**src/rtl/square_motion_ctrl.sv**
```systemverilog
// Bouncing-square scheduler: advances the square once per frame inside vertical
// blanking, commits the new position atomically and registers the draw enable.
module square_motion_ctrl #(
  parameter int unsigned H_RES  = 640,
  parameter int unsigned V_RES  = 480,
  parameter int unsigned SIZE   = 32,
  parameter int unsigned INIT_X = 0,
  parameter int unsigned INIT_Y = 0
) (
  input  logic        clk_pix,
  input  logic        rst_n,
  input  logic [10:0] sx,
  input  logic [9:0]  sy,
  input  logic        enable,
  input  logic [3:0]  speed,
  output logic [10:0] sq_x,
  output logic [9:0]  sq_y,
  output logic        dir_x,
  output logic        dir_y,
  output logic        q_draw,
  output logic        frame_tick,
  output logic        bounce
);

  localparam int unsigned XW = 11;
  localparam int unsigned YW = 10;
  localparam int unsigned CW = 12;
  localparam int unsigned SW = 4;

  localparam logic [CW-1:0] LIM_X  = CW'(H_RES - SIZE);
  localparam logic [CW-1:0] LIM_Y  = CW'(V_RES - SIZE);
  localparam logic [CW-1:0] SIZE_C = CW'(SIZE);

  typedef enum logic [1:0] {S_WAIT, S_CALC_X, S_CALC_Y, S_COMMIT} state_e;

  state_e        state_q, state_d;
  logic [SW-1:0] spd_q, spd_d;
  logic [XW-1:0] nx_q, nx_d;
  logic [YW-1:0] ny_q, ny_d;
  logic          ndx_q, ndx_d;
  logic          ndy_q, ndy_d;
  logic [XW-1:0] sq_x_q, sq_x_d;
  logic [YW-1:0] sq_y_q, sq_y_d;
  logic          dir_x_q, dir_x_d;
  logic          dir_y_q, dir_y_d;
  logic          q_draw_q, q_draw_d;
  logic          frame_tick_q, frame_tick_d;
  logic          bounce_q, bounce_d;

  logic          trig_c;
  logic [CW:0]   x_step_c;
  logic [CW:0]   y_step_c;
  logic [CW-1:0] sx_w, sy_w, qx_w, qy_w;

  // One-axis move with edge clamp; returns {new_dir, new_pos}.
  function automatic logic [CW:0] axis_step(input logic [CW-1:0] pos,
                                            input logic          dir,
                                            input logic [CW-1:0] spd,
                                            input logic [CW-1:0] lim);
    logic [CW-1:0] t;
    logic [CW:0]   res;
    t = pos + spd;
    if (dir) begin
      res = (t > lim) ? {1'b0, lim} : {1'b1, t};
    end else begin
      res = (pos < spd) ? {1'b1, {CW{1'b0}}} : {1'b0, pos - spd};
    end
    return res;
  endfunction

  assign trig_c   = (sx == '0) && (sy == YW'(V_RES));
  assign x_step_c = axis_step(CW'(sq_x_q), dir_x_q, CW'(spd_q), LIM_X);
  assign y_step_c = axis_step(CW'(sq_y_q), dir_y_q, CW'(spd_q), LIM_Y);
  assign sx_w     = CW'(sx);
  assign sy_w     = CW'(sy);
  assign qx_w     = CW'(sq_x_q);
  assign qy_w     = CW'(sq_y_q);

  // Next-state and register-input logic; only COMMIT touches the visible position.
  always_comb begin
    state_d      = state_q;
    spd_d        = spd_q;
    nx_d         = nx_q;
    ny_d         = ny_q;
    ndx_d        = ndx_q;
    ndy_d        = ndy_q;
    sq_x_d       = sq_x_q;
    sq_y_d       = sq_y_q;
    dir_x_d      = dir_x_q;
    dir_y_d      = dir_y_q;
    bounce_d     = 1'b0;
    frame_tick_d = trig_c;
    q_draw_d     = (sx_w >= qx_w) && (sx_w < qx_w + SIZE_C) &&
                   (sy_w >= qy_w) && (sy_w < qy_w + SIZE_C);

    unique case (state_q)
      S_WAIT: begin
        if (trig_c && enable) begin
          state_d = S_CALC_X;
          spd_d   = speed;
        end
      end
      S_CALC_X: begin
        state_d = S_CALC_Y;
        nx_d    = XW'(x_step_c[CW-1:0]);
        ndx_d   = x_step_c[CW];
      end
      S_CALC_Y: begin
        state_d = S_COMMIT;
        ny_d    = YW'(y_step_c[CW-1:0]);
        ndy_d   = y_step_c[CW];
      end
      S_COMMIT: begin
        state_d  = S_WAIT;
        sq_x_d   = nx_q;
        sq_y_d   = ny_q;
        dir_x_d  = ndx_q;
        dir_y_d  = ndy_q;
        bounce_d = (ndx_q != dir_x_q) || (ndy_q != dir_y_q);
      end
      default: state_d = S_WAIT;
    endcase
  end

  always_ff @(posedge clk_pix or negedge rst_n) begin
    if (!rst_n) begin
      state_q      <= S_WAIT;
      spd_q        <= '0;
      nx_q         <= '0;
      ny_q         <= '0;
      ndx_q        <= 1'b0;
      ndy_q        <= 1'b0;
      sq_x_q       <= XW'(INIT_X);
      sq_y_q       <= YW'(INIT_Y);
      dir_x_q      <= 1'b1;
      dir_y_q      <= 1'b1;
      q_draw_q     <= 1'b0;
      frame_tick_q <= 1'b0;
      bounce_q     <= 1'b0;
    end else begin
      state_q      <= state_d;
      spd_q        <= spd_d;
      nx_q         <= nx_d;
      ny_q         <= ny_d;
      ndx_q        <= ndx_d;
      ndy_q        <= ndy_d;
      sq_x_q       <= sq_x_d;
      sq_y_q       <= sq_y_d;
      dir_x_q      <= dir_x_d;
      dir_y_q      <= dir_y_d;
      q_draw_q     <= q_draw_d;
      frame_tick_q <= frame_tick_d;
      bounce_q     <= bounce_d;
    end
  end

  assign sq_x       = sq_x_q;
  assign sq_y       = sq_y_q;
  assign dir_x      = dir_x_q;
  assign dir_y      = dir_y_q;
  assign q_draw     = q_draw_q;
  assign frame_tick = frame_tick_q;
  assign bounce     = bounce_q;

endmodule

```
**config.mk**
```make
export PLATFORM = sky130hd
export DESIGN_NAME = square_motion_ctrl
export DESIGN_NICKNAME = d
export VERILOG_FILES = /design/src/rtl/square_motion_ctrl.sv
export SDC_FILE = /design/constraint.sdc
export NUM_CORES = 1
export LEC_CHECK = 0
export ABC_CLOCK_PERIOD_IN_PS = 3500
export CAP_MARGIN = 10
export CORE_MARGIN = 2
export CORE_UTILIZATION = 50
export CTS_BUF_LIST = sky130_fd_sc_hd__clkbuf_8
export DETAILED_ROUTE_END_ITERATION = 8
export GPL_ROUTABILITY_DRIVEN = 0
export MAX_ROUTING_LAYER = met4
export PLACE_DENSITY = 0.81
export SLEW_MARGIN = 10
export SYNTH_ARGS = -nofsm -noshare
export SYNTH_HDL_FRONTEND = slang
export SYNTH_SLANG_ARGS = --single-unit
```
**constraint.sdc**
```tcl
create_clock -name clk_pix -period 3.5 [get_ports clk_pix]
set_input_delay 0.7 -clock clk_pix [delete_from_list [all_inputs] [get_ports clk_pix]]
set_output_delay 0.7 -clock clk_pix [all_outputs]
set_load 0.05 [all_outputs]
```
==> results.cfg <==
[status]
status = finished clean

[placement]
numPortBuffers = 53
cell_area_after_placement_um2 = 5060
place_worst_setup_slack_ns = 0.453
dp_hpwl_um = 8620

[timing]
post-route-min-period_ns = 3.10
worst_clock_skew_ns = 0.0123
normalized_max_slew_margin_pct = 42.1
worst_slew_pin_slew_ns = 0.868
post-route-worst-setup-slack_ns = 0.400
final.period_utilization_pct = 88.6
worst_hold_slack_ns = 0.481
finalHoldViolations = 0
max_freq_mhz = 323
grt_setup_unrepaired = no
timing_max_transition_violations_final = 0
setup_total_negative_slack_ns = 0
setup_viol = 0

[pwr]
p_leak_nw = 2.18
vdd_drop_max_v = 0.000258
powerDensity_nw_per_um2 = 740

[run]
maximum_capacitance_violations = 0

[critical_path]
cp_max_fo = 7
timing.critical_path.slowest_cell_delay_ns = 0.56
cp.required_ns = 3.71
worstPathCellList = inv_1, ha_1, nand2b_1, a2111oi_2, o21ai_0, xnor2_1, o311ai_4, nor2_1, a221o_1
worst_setup_sp = spd_q[1]
setup_crit_start_kind = flop
cp_data_arrival_time_ns = 3.31
crit_type = flop to flop
crit_path_end_kind = flop
cp_slowest_cell = sky130_fd_sc_hd__a2111oi_2
r2r_start = spd_q[1]

[clock_network]
cts_hold_buf = 0
tritoncts.num_buffers = 5
post_cts.repair.setup_buffers = 0
tritoncts_clock_tree = yes
post_cts_resize_count = 0
clk_pin_slew_ns = 0.10
cts_max_path_buffers = 2
total_number_of_h_tree_levels = 2
count_of_clock_tree_sinks = 55
root_buffer = sky130_fd_sc_hd__clkbuf_8
clock_latency_ns = 0.32

[synthesis]
netlist.top_cell.by_area = sky130_fd_sc_hd__dfrtp_1
synthDistinctLibCells = 64
synth_async_sr_flop_share_pct = 100
ys_top_cells_by_area = sky130_fd_sc_hd__dfrtp_1 30%, sky130_fd_sc_hd__ha_1 16%, sky130_fd_sc_hd__xnor2_1 5.7%
post_synth_instance_area_um2 = 4450
synthDominantCellAreaShare_pct = 29.8
synth_flop_cell = sky130_fd_sc_hd__dfrtp_1
synthMostInstantiatedCell = sky130_fd_sc_hd__ha_1
synth_common_cells = 57 x sky130_fd_sc_hd__ha_1, 53 x sky130_fd_sc_hd__dfrtp_1, 50 x sky130_fd_sc_hd__o21ai_0
synth_fp_nets = 586
ys_seq_area_share_pct = 31.0
synth_edf_count = 0
syn-mean-instance-area_um2 = 8.95
count_of_state_elements_after_synthesis = 55
post_synthesis_instance_total = 497
ys_warn_count = 0

[global_route]
grt_overflow_total = 0
grt.total_usage_pct = 24.6
grt_antenna_before_repair = 0
number_of_global_route_vias_before_repair = 3859
global_route_wire_length_before_repair_um = 18800
largest_net_degree_at_the_start_of_global_routing = 38

[die]
initial_utilization_pct = 51.3
die_h_um = 98.3
placement_rows = 34
die_width_um = 98.3
num_io_pins = 54
floorplan.die_area_um2 = 9670
core-area_um2 = 8680

[routing]
drt-total-wl_um = 11200
route.detailed.drc = 0
initialDrtViolationCount = 296
vias_per_cell = 5.99
detailroute.via_count = 3926
drt_pre_antenna_iters = 5
final_antenna_net_count = 0
routed_wire_length_per_instance_um = 17.2

[layout]
final_nets = 635
post_route_cells_drive_above_1_share_pct = 5.30
fin_area_um2 = 5150
flow.area_growth_from_synthesis_pct = 15.6
insertedDiodeCount = 0

[hold_path]
timing.hold.worst.class = input pin to async pin
flip-flops by register name (all words and copies together) (netlist names):
register    cells
nx_q           11
sq_x           11
ny_q           10
sq_y           10
spd_q           4
state_q         2
bounce          1
dir_x           1
dir_y           1
frame_tick      1
ndx_q           1
ndy_q           1
q_draw          1
placed cells by master (no fill, tap or decap), types with 4 or more instances in the layout:
cell type / Yosys / routed
sky130_fd_sc_hd__nand2b_1: 6 / 6
sky130_fd_sc_hd__o21a_1: 7 / 7
sky130_fd_sc_hd__clkbuf_8: 1 / 5
sky130_fd_sc_hd__nor4_1: 4 / 4
sky130_fd_sc_hd__o31ai_1: 5 / 5
sky130_fd_sc_hd__buf_4: 0 / 4
sky130_fd_sc_hd__a21o_1: 7 / 7
sky130_fd_sc_hd__nor3_1: 14 / 14
sky130_fd_sc_hd__nor2_1: 24 / 24
sky130_fd_sc_hd__o21ai_0: 50 / 50
sky130_fd_sc_hd__a31oi_1: 5 / 5
sky130_fd_sc_hd__ha_1: 57 / 57
sky130_fd_sc_hd__inv_1: 40 / 42
sky130_fd_sc_hd__nand2_1: 49 / 49
sky130_fd_sc_hd__nand3_1: 13 / 13
sky130_fd_sc_hd__xnor2_1: 29 / 29
sky130_fd_sc_hd__dfrtp_1: 53 / 53
sky130_fd_sc_hd__nor2b_1: 11 / 11
sky130_fd_sc_hd__o211ai_1: 5 / 5
sky130_fd_sc_hd__a21oi_1: 18 / 18
sky130_fd_sc_hd__nand4_1: 6 / 6
sky130_fd_sc_hd__mux2_2: 7 / 7
sky130_fd_sc_hd__a211oi_1: 8 / 8
sky130_fd_sc_hd__fa_1: 4 / 4
sky130_fd_sc_hd__clkdlybuf4s50_1: 0 / 52
sky130_fd_sc_hd__and3_1: 4 / 4
layout make-up:
class | instances | area (um2)
tap | 108 | 135
fill | 737 | 3530
clock buffer | 5 | 68.8
sequential | 55 | 1380
timing repair buffer | 57 | 556
multi-input combinational | 384 | 2830
clock inverter | 3 | 12.5
inverter | 43 | 161
through the flow:
stage	std cells	power, mW	utilization, %
6_report	655	3.81	59.3
5_1_grt	655	4.10	59.3
4_1_cts	655	3.78	59.3
3_5_place_dp	647	3.43	58.4
3_3_place_gp	647	3.35	58.4
2_1_floorplan	497	2.77	-
routing by layer:
layer	vias to the layer above	routed length, um	track usage [%]
li1	1884	-	-
met1	1866	5330	34.3
met2	156	5010	37.3
met3	20	647	3.79
met4	0	261	7.48
met5	-	0	-
cells by family after synthesis:
family / count (synthesis) / synth area share [%]
adders and majority gates: 61 / 17.8
xor gates and xnor gates: 31 / 6.10
AOI/OAI and AO/OA: 141 / 21.9
DFF: 55 / 31.0
muxes: 9 / 2.22
and+or+nand+nor: 142 / 15.6
buffers and inverters: 58 / 5.34
final timing paths:
path                       slack (ns)  endpoint  cells after the start
setup / recovery                 0.40   ny_q[4]                      9
hold / removal                   0.48   nx_q[5]                      1
setup reg to reg                 0.40   ny_q[4]                      9
hold reg to reg                  0.49   sq_y[9]                      2
max in group asynchronous        2.17     dir_y                      2
min in group clk_pix             0.49   sq_y[9]                      2
worst max-delay path: cells and delay by family, from the launching register on:
kind | cells | cell delay [ns]
buffers and inverters | 1 | 0.17
flip-flops | 1 | 0.50
XOR/XNOR | 1 | 0.22
AO/OA/AOI/OAI | 4 | 1.52
adder cells (fa/ha/maj) | 1 | 0.33
AND/OR/NAND/NOR | 2 | 0.25
power breakdown:
part / leakage, nW / switching, mW / total [mW] / internal [mW]
sequential: 0.711 / 0.270 / 1.11 / 0.840
combinational: 1.42 / 1.45 / 2.35 / 0.900
clock: 0.0505 / 0.209 / 0.344 / 0.135
total: 2.18 / 1.93 / 3.81 / 1.88
No activity file was read; power rests on OpenSTA's default activity.
